File: src/rtl/led_breath_pwm.sv
// LED breathing/blinking PWM driver: PWM counter, step prescaler, up/down ramp, registered output.
// Build option LED_BREATH_GAMMA_EN selects quadratic duty correction; level always reports the linear value.
module led_breath_pwm #(
   parameter int PWM_BITS     = 8,
   parameter int STEP_PERIODS = 184
) (
   input  logic                clk,
   input  logic                rst,
   input  logic                en,
   input  logic                mode,
   output logic                led,
   output logic [PWM_BITS-1:0] level,
   output logic                period_tick
);

   localparam logic [PWM_BITS-1:0] MAX       = {PWM_BITS{1'b1}};
   localparam logic [PWM_BITS-1:0] ONE       = PWM_BITS'(1);
   localparam logic [15:0]         STEP_LAST = 16'(STEP_PERIODS - 1);

   logic [PWM_BITS-1:0] pwm_cnt_q, pwm_cnt_d;
   logic [15:0]         step_cnt_q, step_cnt_d;
   logic [PWM_BITS-1:0] level_q, level_d;
   logic                dir_up_q, dir_up_d;
   logic [PWM_BITS-1:0] duty_q, duty_d;
   logic                led_q, led_d;
   logic                tick_q, tick_d;
   logic                wrap, step, dir_eff;
   logic [PWM_BITS-1:0] duty_next;

`ifdef LED_BREATH_GAMMA_EN
   logic [2*PWM_BITS-1:0] level_sq;
   assign level_sq  = (2*PWM_BITS)'(level_d) * (2*PWM_BITS)'(level_d);
   assign duty_next = level_sq[2*PWM_BITS-1:PWM_BITS];
`else
   assign duty_next = level_d;
`endif

   always_comb begin
      pwm_cnt_d  = pwm_cnt_q;
      step_cnt_d = step_cnt_q;
      level_d    = level_q;
      dir_up_d   = dir_up_q;
      led_d      = 1'b0;
      tick_d     = 1'b0;
      dir_eff    = dir_up_q;
      wrap       = (pwm_cnt_q == MAX);
      step       = wrap && (step_cnt_q == STEP_LAST);
      if (en) begin
         led_d     = (pwm_cnt_q < duty_q);
         pwm_cnt_d = pwm_cnt_q + ONE;
         if (wrap) begin
            step_cnt_d = step ? '0 : step_cnt_q + 16'd1;
         end
         if (step) begin
            if (mode) begin
               level_d = (level_q != '0) ? '0 : MAX;
            end else begin
               // At the extremes the direction is implied by the level, which also
               // re-establishes a sane direction after leaving blink mode.
               if (level_q == MAX) begin
                  dir_eff = 1'b0;
               end else if (level_q == '0) begin
                  dir_eff = 1'b1;
               end
               dir_up_d = dir_eff;
               level_d  = dir_eff ? level_q + ONE : level_q - ONE;
            end
            tick_d = (level_d == '0);
         end
      end
   end

   // Duty only reloads at the period boundary so a period is never cut short.
   always_comb begin
      duty_d = duty_q;
      if (en && wrap) begin
         duty_d = duty_next;
      end
   end

   always_ff @(posedge clk) begin
      if (rst) begin
         pwm_cnt_q  <= '0;
         step_cnt_q <= '0;
         level_q    <= '0;
         dir_up_q   <= 1'b1;
         duty_q     <= '0;
         led_q      <= 1'b0;
         tick_q     <= 1'b0;
      end else begin
         pwm_cnt_q  <= pwm_cnt_d;
         step_cnt_q <= step_cnt_d;
         level_q    <= level_d;
         dir_up_q   <= dir_up_d;
         duty_q     <= duty_d;
         led_q      <= led_d;
         tick_q     <= tick_d;
      end
   end

   assign led         = led_q;
   assign level       = level_q;
   assign period_tick = tick_q;

endmodule

File: config.mk
export PLATFORM = sky130hd
export DESIGN_NAME = led_breath_pwm
export DESIGN_NICKNAME = d
export VERILOG_FILES = /design/src/rtl/led_breath_pwm.sv
export SDC_FILE = /design/constraint.sdc
export NUM_CORES = 1
export LEC_CHECK = 0
export ABC_AREA = 1
export CORE_AREA = 2 2 89 91
export DETAILED_ROUTE_END_ITERATION = 10
export DIE_AREA = 0 0 91 93
export PLACE_DENSITY = 0.59
export SYNTH_ARGS = -nofsm -noshare
export SYNTH_HDL_FRONTEND = slang
export SYNTH_SLANG_ARGS = --single-unit
File: constraint.sdc
create_clock -name clk -period 6.7 [get_ports clk]
set_input_delay 1.34 -clock clk [delete_from_list [all_inputs] [get_ports clk]]
set_output_delay 1.34 -clock clk [all_outputs]
set_load 0.01 [all_outputs]
==> out/summary.txt <==
Largest net degree at the start of global routing -> 26
Largest area contributor in the netlist -> dfxtp_1
Non-filler instance count after layout -> 485
Max cap viols -> 0
Fin crit period -> 3.35 ns
Final setup TNS -> 0 ns
Post-DP HPWL -> 4460 µm
Die area -> 8460 µm²
Startpoint types -> input pin
Vias in the first global route -> 2323
DR pass1 iterations -> 4
Total CTS buffers -> 5
Layout area overhead -> 11.5%
CTS clk-pin slew, worst paths -> 0.10 ns
Yosys warnings -> 0
Layout cell share with drive strength beyond 1 -> 7.57%
Number of diodes -> 0
Final core occ -> 38.3%
Synthesized flop and latch total -> 43
Commonest non-fill, non-tap cell in the layout -> nand2_1
Initial core utilization -> 34.3%
Fin Clk Skew -> 0.0163 ns
Clk_lat worst skew -> 0.32 ns
Final setup vio count -> 0
Critical path's slowest cell -> clkdlybuf4s50_1
Unrepaired setup endpoints after global routing -> false
RR Startpoint -> level[5]
Yosys cell types -> 39
CP Cell Sequence -> clkdlybuf4s50_1 > inv_1 > o21ai_1 > nor2_1 > nand2_1 > a21oi_1
Die Span X -> 91 µm
Postcts setup bufs -> 0
Period utilisation layout -> 50.0%
Initial antenna violation count -> 0
Final #Nets -> 403
CTS Root Buffer Type -> clkbuf_8
Synthesized area -> 2580 µm²
DRT iter0 DRCs -> 105
Critical Path AT -> 3.55 ns
CTS tree -> built
Pleak -> 0.00118 µW
Register area share after synthesis -> 33.3%
Placed insts -> 477
Die Y-Extent -> 93 µm
Synthesized area per cell -> 6.95 µm²
Port Buffers -> 13
CP max FO -> 21
CP endpoint kind -> flop
Max incr delay on CP -> 0.98 ns
WS Path Type -> in2reg
Peak VDD IR -> 0.0000825 V
I/O pin cnt -> 14
Most frequent cells in the layout -> 70 x nand2_1, 44 x nor2_1, 43 x dfxtp_1, 38 x inv_1, 30 x nand3_1
Post-synth top area share -> 33.3%
H-tree levels -> 2
Gpl congestion -> 0.878
First-pass GRT wire length -> 10500 µm
Hold Fails Final Rpt -> 0
Core footprint -> 7530 µm²
WL/cell -> 12.1 µm
PwrDens -> 158 nW/µm²
Routed wire length -> 5850 µm
Max Fclk -> 0.299 GHz
Worst Max-Slew Pin Slew -> 0.898 ns
Status -> finished clean
Max-slew headroom -> 39.7%
Tot GR Track Use -> 15.0%
Via density -> 4.97
Residual DRC count -> 0
Rows -> 32
Hold path startpoint -> step_cnt_q[5]
Synth Instances -> 372
Max Root-Sink Buffers -> 2
Post-CTS Hold Buffers -> 0
Fin. max-slew vios -> 0
Vias -> 2412
Synth Net Count -> 393
Worst hold path class -> reg2reg
Post-CTS resize count -> 0
Required time worst endpoint -> 6.90 ns
Synth top area cells -> dfxtp_1 33%, nand2_1 10%, ha_1 7.7%
Final ANT Viol Nets -> 0
GR Overflow Total -> 0
Sinks on Clock Net -> 43
Critical Path Start -> rst
[cell usage after synthesis]
| library cell | instances |
|---|---|
| fa_1 | 1 |
| buf_6 | 1 |
| o21ai_0 | 15 |
| inv_1 | 38 |
| xnor2_1 | 1 |
| clkinv_1 | 1 |
| nand4_1 | 8 |
| nand2_1 | 70 |
| and2_1 | 1 |
| or2_0 | 1 |
| nand3_1 | 30 |
| nor2_2 | 1 |
| nor3b_1 | 3 |
| o211ai_1 | 1 |
| ha_1 | 16 |
| or2_2 | 2 |
| a21o_1 | 1 |
| nor4_4 | 1 |
| nor4_1 | 3 |
| nor3_1 | 16 |
| a211oi_1 | 1 |
| nand2_2 | 2 |
| a211oi_2 | 1 |
| buf_2 | 4 |
| a21oi_1 | 27 |
| nor3_2 | 3 |
| nor3_4 | 2 |
| dfxtp_1 | 43 |
| xor2_1 | 4 |
| inv_2 | 8 |
| o21ai_1 | 9 |
| clkbuf_1 | 4 |
| a2111oi_0 | 1 |
| nor2_1 | 44 |
| a31oi_1 | 2 |
| nand3b_1 | 1 |
| buf_4 | 1 |
| o21a_1 | 3 |
| nor2_4 | 1 |
[area by class of cell]
cell class,instances,area (µm²)
clock inverters,3,23.8
clock buffers,5,68.8
well taps,102,128
repair buffers,13,130
multi-input cells,272,1490
inverters,47,176
flip-flops and latches,43,861
fillers,849,4650
[state kept, by name, summed over array words and instances (netlist names)]
register,count
dir_up_q,1
step_cnt_q,16
led,1
duty_q,8
period_tick,1
pwm_cnt_q,8
level,8
[per-stage QoR]
stage,setup slack [ns],total power [µW],instance area [µm²],hold slack (ns)
after CTS,3.32,454,2880,0.477
after detailed placement,2.99,282,2790,0.464
after global placement,3.04,282,2790,0.468
after global routing,3.13,470,2880,0.495
final,3.35,454,2880,0.475
after floorplan,4.21,276,2580,0.444
[per-layer routing]
metal  track usage (%)  wire, µm
met5                 0         0
met4              4.17       100
met3              3.14       225
met2              25.1      2730
met1              19.7      2800
[critical path: cells and delay by family]
| family | cells | cell delay, ns |
|---|---|---|
| and+or+nand+nor | 2 | 0.19 |
| buffers and inverters | 2 | 1.37 |
| AOI/OAI and AO/OA | 2 | 0.64 |
[power breakdown]
group | leakage (µW) | switching, µW | internal (µW)
sequential | 0.000347 | 1.47 | 257
clock | 0.0000408 | 103 | 74.7
combinational | 0.000792 | 11.6 | 6.36
total | 0.00118 | 116 | 338
[cells by family after synthesis]
group,share of synthesized area (%)
AOI/OAI and AO/OA,12.9
xor gates and xnor gates,1.69
adders and majority gates,8.52
buffers and inverters,8.91
DFF,33.3
and+or+nand+nor,34.7
[worst paths after layout]
path	endpoint	slack (ns)	depth (start not counted)
worst min register to register	step_cnt_q[5]	0.47	2
worst max-delay path	step_cnt_q[10]	3.35	6
worst min-delay path	step_cnt_q[5]	0.47	2
worst max register to register	duty_q[5]	3.92	13
Power figures use the tool's default switching activity.
